File: src/rtl/sp_fifo_ctrl.sv
`timescale 1ns/1ps
`default_nettype none
// ============================================================================
// Module   : sp_fifo_ctrl
// Purpose  : Valid/ready FIFO built on a single-port RAM with 1-cycle read
//            latency; the RAM output register serves as the FIFO head.
// Revision : 1.0 - initial release
// ============================================================================
module sp_fifo_ctrl #(
    parameter int WIDTH = 8,
    parameter int DEPTH = 8
) (
    input  logic                      clk,
    input  logic                      rst,
    input  logic                      in_valid,
    output logic                      in_ready,
    input  logic [WIDTH-1:0]          in_data,
    output logic                      out_valid,
    input  logic                      out_ready,
    output logic [WIDTH-1:0]          out_data,
    output logic [$clog2(DEPTH+1):0]  count,
    output logic                      full,
    output logic                      empty,
    output logic                      ram_en,
    output logic                      ram_wen,
    output logic [$clog2(DEPTH)-1:0]  ram_addr,
    output logic [WIDTH-1:0]          ram_din,
    input  logic [WIDTH-1:0]          ram_dout
);

    localparam int c_AW  = $clog2(DEPTH);
    localparam int c_RCW = $clog2(DEPTH+1);
    localparam int c_CW  = c_RCW + 1;

    logic [c_AW-1:0]  r_wr_ptr;
    logic [c_AW-1:0]  r_rd_ptr;
    logic [c_RCW-1:0] r_ram_cnt;
    logic             r_out_valid;

    logic             w_pop;
    logic             w_rd_issue;
    logic             w_wr_issue;
    logic [c_AW-1:0]  w_wr_ptr_nxt;
    logic [c_AW-1:0]  w_rd_ptr_nxt;

    // Head is only meaningful outside reset, so gate it before it feeds pop.
    assign out_valid = r_out_valid && !rst;
    assign w_pop     = out_valid && out_ready;

    // Refill reads win over producer writes; the RAM takes one access per cycle.
    assign w_rd_issue = !rst && (r_ram_cnt != '0) && (!r_out_valid || w_pop);
    assign in_ready   = !rst && (r_ram_cnt != c_RCW'(DEPTH)) && !w_rd_issue;
    assign w_wr_issue = in_valid && in_ready;

    assign w_wr_ptr_nxt = (r_wr_ptr == c_AW'(DEPTH-1)) ? '0 : r_wr_ptr + 1'b1;
    assign w_rd_ptr_nxt = (r_rd_ptr == c_AW'(DEPTH-1)) ? '0 : r_rd_ptr + 1'b1;

    assign ram_en   = w_rd_issue || w_wr_issue;
    assign ram_wen  = w_wr_issue;
    assign ram_addr = w_rd_issue ? r_rd_ptr : r_wr_ptr;
    assign ram_din  = in_data;
    assign out_data = ram_dout;

    assign count = rst ? '0 : (c_CW'(r_ram_cnt) + c_CW'(r_out_valid));
    assign full  = (count == c_CW'(DEPTH+1));
    assign empty = (count == '0);

    always_ff @(posedge clk) begin
        if (rst) begin
            r_wr_ptr    <= '0;
            r_rd_ptr    <= '0;
            r_ram_cnt   <= '0;
            r_out_valid <= 1'b0;
        end else begin
            if (w_wr_issue) begin
                r_wr_ptr <= w_wr_ptr_nxt;
            end
            if (w_rd_issue) begin
                r_rd_ptr <= w_rd_ptr_nxt;
            end
            r_ram_cnt <= r_ram_cnt + c_RCW'(w_wr_issue) - c_RCW'(w_rd_issue);
            if (w_rd_issue) begin
                r_out_valid <= 1'b1;
            end else if (w_pop) begin
                r_out_valid <= 1'b0;
            end
        end
    end

endmodule
`default_nettype wire

File: config.mk
export PLATFORM = sky130hd
export DESIGN_NAME = sp_fifo_ctrl
export DESIGN_NICKNAME = d
export VERILOG_FILES = /design/src/rtl/sp_fifo_ctrl.sv
export SDC_FILE = /design/constraint.sdc
export NUM_CORES = 1
export LEC_CHECK = 0
export BUFFER_PORTS_ARGS = -buffer_cell sky130_fd_sc_hd__buf_2
export CORE_UTILIZATION = 36
export CTS_BUF_LIST = sky130_fd_sc_hd__clkbuf_4
export CTS_CLUSTER_DIAMETER = 150
export DETAILED_ROUTE_END_ITERATION = 10
export PLACE_DENSITY_LB_ADDON = 0.3
export SKIP_CTS_REPAIR_TIMING = 1
export SLEW_MARGIN = 20
export SYNTH_ARGS = -nofsm -noshare
export SYNTH_HDL_FRONTEND = slang
export SYNTH_SLANG_ARGS = --single-unit
File: constraint.sdc
create_clock -name clk -period 3 [get_ports clk]
set_clock_uncertainty 0.05 [all_clocks]
set_input_delay 0.15 -clock clk [delete_from_list [all_inputs] [get_ports clk]]
set_output_delay 0.15 -clock clk [all_outputs]
set_load 0.05 [all_outputs]
==> qor.json <==
{
  "global_routing": {
    "grt.overflow.total": 0,
    "pin_count_of_the_biggest_net_entering_global_routing": 21,
    "grt_pass1_vias": 605,
    "grt_pass1_wl_mm": 2.70,
    "antenna_found_initial": 0,
    "gr-usage-all-layers_pct": 12.8
  },
  "cells_and_area": {
    "fin_area_sq_mm": 0.00103,
    "filler_cell_count": 253,
    "diodes": 0,
    "final_cell_mix": "buf_2 (17), ha_1 (14), nor2b_1 (12)",
    "fraction_of_layout_cells_with_a_size_suffix_above_1_pct": 36.4,
    "finalNetCount": 143,
    "layout.cells.most_common": "buf_2",
    "areaGrowthSynthToFinish_pct": 3.64
  },
  "die": {
    "rows": 18,
    "floorplan.io_pins": 50,
    "fp.coreArea_sq_mm": 0.00254,
    "floorplan.die.height_um": 54.6,
    "die_width_um": 54.6,
    "initial_core_util_pct": 39.2,
    "die-area_sq_mm": 0.00298
  },
  "sta": {
    "worst_slack_ps": 578,
    "grt_setup_unrepaired": "no",
    "setup_total_negative_slack_ps": 0,
    "setup_viol": 0,
    "slew_headroom_pct": 69.4,
    "drv_slew": 0,
    "layout_worst_path_cycle_share_pct": 80.7,
    "holdWs_ps": 144,
    "final-hold-violation-count": 0,
    "max_freq_mhz": 413,
    "final_worst_path_period_need_ps": 2420,
    "worst_slew_pin_slew_ps": 458
  },
  "clock_network": {
    "cts-root-buf": "clkbuf_4",
    "clock_tree.buffer_depth": 2,
    "htree_num_levels": 1,
    "cts_tree": "yes",
    "clock_insertion_delay_worst_skew_ps": 270,
    "path_clk_slew_ps": 70,
    "clock_sink_count": 11,
    "cts_inserted_buffers": 3
  },
  "route": {
    "postRouteWirelength_mm": 1.64,
    "route.detailed.drc": 0,
    "final_antenna_net_count": 0,
    "via_count": 676,
    "wire_per_inst_um": 12.0,
    "initial_drt_pass_iterations": 6,
    "avgViaCountPerCell": 4.93,
    "detail_route.iter0.violations": 8
  },
  "worst_setup_path": {
    "timing.critical_path.arrival_ps": 2540,
    "worstSetupStartpointType": "register",
    "critical_path.max_fanout": 6,
    "worstSetupPathType": "reg -> reg",
    "crit_required_ps": 3110,
    "worstSetupEndpointType": "register",
    "timing.reg2reg.worst_path_depth": 10
  },
  "placement": {
    "place_area_sq_mm": 0.00100,
    "hpwl_mm": 1.30,
    "dp_worst_setup_slack_ps": 575,
    "gp_routability_congestion": 0.738,
    "port_buffers": 17
  },
  "synthesis": {
    "yosys-top-cells-area": "dfxtp_1 (22%), ha_1 (18%), buf_4 (12%), nor2b_1 (7.5%), mux2_2 (6.8%)",
    "ys_ff_latch": 11,
    "synthesis.nets": 138,
    "yosys_warnings": 0,
    "synth_top_flop_cell": "dfxtp_1",
    "synth.yosys.seq_area_share_pct": 22.1,
    "synth.cell_area_sq_um": 997,
    "synthCells": 103,
    "post_synth_num_cell_types": 29,
    "syn_avg_cell_area_sq_um": 9.68,
    "synth_top_cell_by_area": "dfxtp_1",
    "synth_async_sr_flop_share_pct": 0,
    "synth_largest_type_area_fraction_pct": 22.1,
    "synth-edff-count": 0
  },
  "run_status": {
    "status": "finished clean"
  },
  "hold_path": {
    "whs_path_depth": 3,
    "timing.hold.worst.class": "in -> reg"
  },
  "job": {
    "drv_cap": 0
  },
  "power": {
    "cellPowerDensity_mw_per_mm2": 1040,
    "leakage_component_of_the_power_nw": 0.531,
    "report.power.total_w": 0.00107,
    "max-vdd-ir-drop_mv": 0.386
  }
}
path summary, 6_finish.rpt:
path	startpoint	endpoint	slack, ps
hold reg to reg	r_rd_ptr[0]	r_rd_ptr[0]	480
hold / removal	out_ready	r_out_valid	140
setup / recovery	r_ram_cnt[2]	r_ram_cnt[3]	580
setup reg to reg	r_ram_cnt[2]	r_ram_cnt[3]	580
logic make-up after synthesis:
| group | synth area share (%) |
|---|---|
| AOI/OAI and AO/OA | 8.53 |
| xor gates and xnor gates | 1.76 |
| adders and majority gates | 19.6 |
| buffers and inverters | 16.1 |
| DFF | 22.1 |
| muxes | 11.3 |
| and+or+nand+nor | 20.7 |
critical path: stages, from the launching register on:
cell,delay (ps)
dfxtp_1,430
inv_1,120
ha_1,210
nor3b_4,180
nor3_4,190
ha_1,170
inv_1,60
ha_1,270
a21o_1,170
a21oi_1,140
mux2_2,340
synth_stat cells, drive strengths merged (2+ instances only):
| library cell | n |
|---|---|
| nor2b | 12 |
| nor2 | 6 |
| a21oi | 4 |
| buf | 18 |
| inv | 8 |
| nand3b | 2 |
| xnor2 | 2 |
| ha | 14 |
| mux2 | 9 |
| dfxtp | 11 |
area by class of cell:
cell class	instances	area (sq um)	area share (%)
Multi-Input combinational cell	66	623	60.3
Sequential cell	11	220	21.3
Timing Repair Buffer	18	92.6	8.96
Tap cell	30	37.5	3.63
Clock buffer	4	30.0	2.91
Inverter	8	30.0	2.91
sequential cells by signal, indices dropped and copies added (netlist names):
register	cells
r_out_valid	1
r_ram_cnt	4
r_rd_ptr	3
r_wr_ptr	3
power by group:
part | internal [W] | switching (W)
registers | 0.000197 | 0.0000606
logic | 0.000286 | 0.000413
clock network | 0.0000606 | 0.0000533
metrics by stage:
| step | utilization [%] | std cells |
|---|---|---|
| 2_1_floorplan | - | 103 |
| 3_3_place_gp | 39.4 | 133 |
| 3_5_place_dp | 39.4 | 133 |
| 4_1_cts | 40.6 | 137 |
| 5_1_grt | 40.6 | 137 |
| 6_report | 40.6 | 137 |
routing by layer:
layer	GRT usage (%)	up-vias	part of all wire, %
met5	0	-	0
met4	6.84	0	2.2
met3	3.06	4	4.1
met2	19.1	13	46
met1	16.7	317	48
li1	-	342	-
No activity file was read; power rests on OpenSTA's default activity.
